### src/rtl/dec_sel_sequencer.sv
// dec_sel_sequencer: drives the decoder select pair from a small code FIFO, holding each code for DWELL cycles
// and free-running a 00..11 scan whenever the FIFO is empty and scanning is enabled.
module dec_sel_sequencer #(
    parameter int DWELL = 4,
    parameter int DEPTH = 4
) (
    input  logic                     clk,
    input  logic                     rst,
    input  logic                     in_valid,
    output logic                     in_ready,
    input  logic [1:0]               in_code,
    input  logic                     scan_en,
    output logic                     a,
    output logic                     b,
    output logic                     active,
    output logic [$clog2(DEPTH):0]   fifo_count
);
    localparam int AW = $clog2(DEPTH);
    localparam int CW = DWELL > 1 ? $clog2(DWELL) : 1;
    localparam logic [CW-1:0] LOAD = CW'(DWELL - 1);
    typedef enum logic {IDLE, HOLD} state_t;
    state_t        r_state;
    logic [1:0]    r_mem [DEPTH];
    logic [AW-1:0] r_wr_ptr, r_rd_ptr;
    logic [AW:0]   r_count;
    logic [CW-1:0] r_cnt;
    logic [1:0]    r_scan_ptr;
    logic          r_armed, r_a, r_b, r_active;
    logic          w_push, w_pick, w_pop, w_scan;
    assign in_ready   = r_count < (AW+1)'(DEPTH);
    assign w_push     = in_valid && in_ready;
    // r_armed holds off selection for the first edge after reset release
    assign w_pick     = r_armed && (r_state == IDLE || r_cnt == '0);
    assign w_pop      = w_pick && r_count != '0;
    assign w_scan     = w_pick && r_count == '0 && scan_en;
    assign a          = r_a;
    assign b          = r_b;
    assign active     = r_active;
    assign fifo_count = r_count;
    always_ff @(posedge clk) begin
        if (w_push) r_mem[r_wr_ptr] <= in_code;
    end
    always_ff @(posedge clk or posedge rst) begin
        if (rst) begin
            r_state    <= IDLE;
            r_wr_ptr   <= '0;
            r_rd_ptr   <= '0;
            r_count    <= '0;
            r_cnt      <= '0;
            r_scan_ptr <= 2'b00;
            r_armed    <= 1'b0;
            r_a        <= 1'b0;
            r_b        <= 1'b0;
            r_active   <= 1'b0;
        end else begin
            r_armed <= 1'b1;
            if (w_push) r_wr_ptr <= r_wr_ptr + AW'(1);
            if (w_pop) r_rd_ptr <= r_rd_ptr + AW'(1);
            r_count <= r_count + (AW+1)'(w_push) - (AW+1)'(w_pop);
            if (w_scan) r_scan_ptr <= r_scan_ptr + 2'd1;
            if (w_pop || w_scan) begin
                {r_a, r_b} <= w_pop ? r_mem[r_rd_ptr] : r_scan_ptr;
                r_cnt      <= LOAD;
                r_state    <= HOLD;
                r_active   <= 1'b1;
            end else if (w_pick) begin
                r_state  <= IDLE;
                r_active <= 1'b0;
            end else if (r_state == HOLD) begin
                r_cnt <= r_cnt - CW'(1);
            end
        end
    end
endmodule

### config.mk
export PLATFORM = sky130hd
export DESIGN_NAME = dec_sel_sequencer
export DESIGN_NICKNAME = d
export VERILOG_FILES = /design/src/rtl/dec_sel_sequencer.sv
export SDC_FILE = /design/constraint.sdc
export NUM_CORES = 1
export LEC_CHECK = 0
export CORE_MARGIN = 4
export CORE_UTILIZATION = 30
export DETAILED_ROUTE_END_ITERATION = 10
export PLACE_DENSITY = 0.55
export SYNTH_ARGS = -nofsm -noshare
export SYNTH_HDL_FRONTEND = slang
export SYNTH_SLANG_ARGS = --single-unit
export TNS_END_PERCENT = 1
### constraint.sdc
create_clock -name clk -period 3 [get_ports clk]
set_clock_uncertainty 0.15 [all_clocks]
set_input_delay 0.6 -clock clk [delete_from_list [all_inputs] [get_ports clk]]
set_output_delay 0.6 -clock clk [all_outputs]
set_load 0.01 [all_outputs]
==> insert_results.sql <==
INSERT INTO impl_metrics (metric_group, metric, value, unit) VALUES
('status', 'run_status', 'finished clean', ''),
('logic_synthesis', 'synth_simple_gate_area_share', '0.104', ''),
('placement', 'gp_routability_congestion', '0.756', ''),
('logic_synthesis', 'synth.area.top_cells', 'sky130_fd_sc_hd__dfrtp_1 (35%), sky130_fd_sc_hd__edfxtp_1 (22%), sky130_fd_sc_hd__ha_1 (7.0%)', ''),
('layout', 'design.final.nets', '107', ''),
('layout', 'antenna_cells_inserted', '0', ''),
('logic_synthesis', 'synth_top_family_by_area', 'simple AND/OR/NAND/NOR gates', ''),
('clocking', 'cts-hold-fix-buffers', '0', ''),
('floorplanning', 'top_level_ports', '13', ''),
('floorplanning', 'floorplan.initialDensity', '0.316', ''),
('layout', 'commonest_non_fill_non_tap_cells_in_the_layout', 'sky130_fd_sc_hd__dfrtp_1 (15), sky130_fd_sc_hd__clkdlybuf4s50_1 (12), sky130_fd_sc_hd__xnor2_1 (8), sky130_fd_sc_hd__inv_1 (8), sky130_fd_sc_hd__edfxtp_1 (8)', ''),
('placement', 'placed_cell_area', '1240', 'sq um'),
('sta', 'number_of_failing_setup_endpoints_in_the_final_timing_report', '0', ''),
('layout', 'final.fill_count', '334', ''),
('logic_synthesis', 'post_synth_fa_ha_maj_area_fraction', '0.0889', ''),
('logic_synthesis', 'synth_seq_area_share', '0.575', ''),
('sta', 'drv_slew', '0', ''),
('layout', 'finalInstanceArea', '1270', 'sq um'),
('clocking', 'post-cts-setup-buffer-count', '0', ''),
('logic_synthesis', 'synth-seq-cells', '23', ''),
('hold_path', 'hold_path.class', 'reg2reg', ''),
('route', 'post_drt_via_cell_ratio', '4.42', ''),
('global_route', 'grt_max_degree', '16', ''),
('floorplanning', 'fp.coreArea', '3390', 'sq um'),
('logic_synthesis', 'mapped_nets', '92', ''),
('critical_path', 'cp_data_required_time', '3090', 'ps'),
('critical_path', 'slowest_delay', '480', 'ps'),
('placement', 'portBuffers', '12', ''),
('sta', 'setup-tns-final', '0', 'ps'),
('logic_synthesis', 'yosys.area.top_type_share', '0.351', ''),
('route', 'detailedRoute.firstIterationViolations', '14', ''),
('global_route', 'grt-ovfl-total', '0', ''),
('layout', 'finalCoreUtilization', '0.374', ''),
('sta', 'final_min_period_over_clock_period', '0.765', ''),
('route', 'first_pass_iters', '4', ''),
('sta', 'timing.final.hold_violations', '0', ''),
('logic_synthesis', 'synth.area.mux_share', '0.0596', ''),
('logic_synthesis', 'syn-instance-count', '79', ''),
('clocking', 'post_cts_resize_count', '0', ''),
('route', 'drt-total-wl', '1.68', 'mm'),
('route', 'antenna_left', '0', ''),
('layout', 'layout_commonest_cell', 'sky130_fd_sc_hd__dfrtp_1', ''),
('clocking', 'clock_latency_at_the_later_pin_of_the_worst_skew_pair', '310', 'ps'),
('logic_synthesis', 'area_fraction_in_compound_gates_after_synthesis', '0.0678', ''),
('clocking', 'cts_made_buffers', '3', ''),
('floorplanning', 'design.die.area', '4590', 'sq um'),
('critical_path', 'timing.critical_path.cells', 'or3_1 -> nand3_1 -> xnor2_1 -> ha_1 -> fa_1 -> xnor2_1 -> xnor2_1', ''),
('route', 'drc', '0', ''),
('pwr', 'vdd.ir_drop.worst', '441', 'uV'),
('layout', 'area_added_between_synthesis_and_finish', '18.4', '%'),
('critical_path', 'worst_path_max_delay_cell', 'sky130_fd_sc_hd__dfrtp_1', ''),
('sta', 'rsz_0062_raised_after_global_routing', 'false', ''),
('logic_synthesis', 'mappedNetlistArea', '1070', 'sq um'),
('sta', 'fmaxAchievable', '436', 'MHz'),
('logic_synthesis', 'synth_cell_types', '28', ''),
('flow_run', 'timing.max_cap.violations', '0', ''),
('critical_path', 'timing_worst_setup_path_type', 'reg2reg', ''),
('sta', 'slew_headroom', '0.624', ''),
('critical_path', 'cp_common_cell', 'sky130_fd_sc_hd__xnor2_1', ''),
('clocking', 'clock-sinks', '23', ''),
('global_route', 'grt_antenna_before_repair', '0', ''),
('logic_synthesis', 'postSynthAreaPerCell', '13.5', 'sq um'),
('placement', 'dp.final_hpwl', '1.30', 'mm'),
('critical_path', 'cp_max_fo', '8', ''),
('global_route', 'via_count_of_the_first_global_routing_pass', '651', ''),
('floorplanning', 'floorplan.rows', '21', ''),
('clocking', 'tritoncts', 'built', ''),
('clocking', 'cts_root_buf', 'sky130_fd_sc_hd__clkbuf_4', ''),
('global_route', 'groute.usage.overall', '0.0878', ''),
('layout', 'final_layout_size_suffix_gt1_frac', '0.0645', ''),
('floorplanning', 'die_height', '67.7', 'microns');
==> final timing paths <==
| check | start | end | slack (ps) | cells past startpoint |
|---|---|---|---|---|
| max | fifo_count[2]$_DFF_PP0_ | fifo_count[2]$_DFF_PP0_ | 700 | 7 |
| min | r_scan_ptr[1]$_DFFE_PP0P_ | r_scan_ptr[1]$_DFFE_PP0P_ | 340 | 1 |
| max reg2reg | fifo_count[2]$_DFF_PP0_ | fifo_count[2]$_DFF_PP0_ | 700 | 7 |
| min reg2reg | r_scan_ptr[1]$_DFFE_PP0P_ | r_scan_ptr[1]$_DFFE_PP0P_ | 340 | 1 |
| max in group asynchronous | rst | r_rd_ptr[1]$_DFFE_PP0P_ | 1860 | 2 |
| min in group asynchronous | rst | r_wr_ptr[1]$_DFFE_PP0N_ | 470 | 2 |
==> synthesized netlist by cell type <==
| library cell | instances |
|---|---|
| sky130_fd_sc_hd__mux2_2 | 1 |
| sky130_fd_sc_hd__edfxtp_1 | 8 |
| sky130_fd_sc_hd__inv_1 | 8 |
| sky130_fd_sc_hd__o22a_1 | 1 |
| sky130_fd_sc_hd__and2b_1 | 1 |
| sky130_fd_sc_hd__o41ai_1 | 1 |
| sky130_fd_sc_hd__nor3_1 | 1 |
| sky130_fd_sc_hd__clkbuf_1 | 2 |
| sky130_fd_sc_hd__or2_2 | 1 |
| sky130_fd_sc_hd__dfrtp_1 | 15 |
| sky130_fd_sc_hd__conb_1 | 1 |
| sky130_fd_sc_hd__nand3_1 | 2 |
| sky130_fd_sc_hd__xnor2_1 | 8 |
| sky130_fd_sc_hd__mux4_1 | 2 |
| sky130_fd_sc_hd__nand2b_1 | 1 |
| sky130_fd_sc_hd__fa_1 | 1 |
| sky130_fd_sc_hd__and2_1 | 5 |
| sky130_fd_sc_hd__o22ai_1 | 2 |
| sky130_fd_sc_hd__nor4b_1 | 1 |
| sky130_fd_sc_hd__a21bo_2 | 1 |
| sky130_fd_sc_hd__nand2_1 | 2 |
| sky130_fd_sc_hd__ha_1 | 6 |
| sky130_fd_sc_hd__or3_1 | 1 |
| sky130_fd_sc_hd__or4b_1 | 1 |
| sky130_fd_sc_hd__nand4_1 | 2 |
| sky130_fd_sc_hd__o21ai_0 | 1 |
| sky130_fd_sc_hd__a2bb2oi_1 | 2 |
| sky130_fd_sc_hd__o211a_1 | 1 |
==> layer usage <==
layer	wire (microns)	track usage	part of all wire
met5	0	0	0
met4	36	0.0608	0.021
met3	76	0.0216	0.045
met2	803	0.141	0.48
met1	761	0.102	0.45
==> cells by family after synthesis <==
| logic type | after synthesis |
|---|---|
| xor+xnor | 8 |
| compound gates | 9 |
| simple gates | 18 |
| fa+ha+maj | 7 |
| buf+inv | 10 |
| other cells | 1 |
| mux | 3 |
| flops | 23 |
==> through the flow <==
step | total power, uW | cells | hold slack [ps] | worst slack (ps)
floorplan | 867 | 79 | 296 | 816
CTS | 1190 | 139 | 344 | 675
global route | 1270 | 139 | 375 | 542
global placement | 1030 | 135 | 323 | 497
detailed placement | 1050 | 135 | 327 | 454
finish | 1170 | 139 | 337 | 705
==> power by group <==
part | internal (uW) | total, uW | switching (uW)
sequential | 436 | 534 | 97.6
clock | 51.9 | 142 | 90.0
combinational | 281 | 494 | 212
==> flip-flops by register name, indices dropped and copies added (netlist names) <==
register,flops
r_rd_ptr,2
fifo_count,3
b,1
r_mem,8
a,1
r_scan_ptr,2
r_armed,1
active,1
r_wr_ptr,2
r_cnt,2
==> final cells by class <==
type | count | area [sq um] | area share
Clock buffer | 4 | 26.3 | 0.0208
Multi-Input combinational cell | 46 | 417 | 0.329
Inverter | 8 | 30.0 | 0.0237
Timing Repair Buffer | 12 | 120 | 0.0949
Tap cell | 46 | 57.6 | 0.0455
Sequential cell | 23 | 616 | 0.486
==> worst max-delay path: cells and delay by family, from the launching register on <==
kind | cells | cell delay [ps]
simple gates | 2 | 620
fa+ha+maj | 2 | 570
xor+xnor | 3 | 410
flops | 1 | 480
No activity file was read; power rests on OpenSTA's default activity.
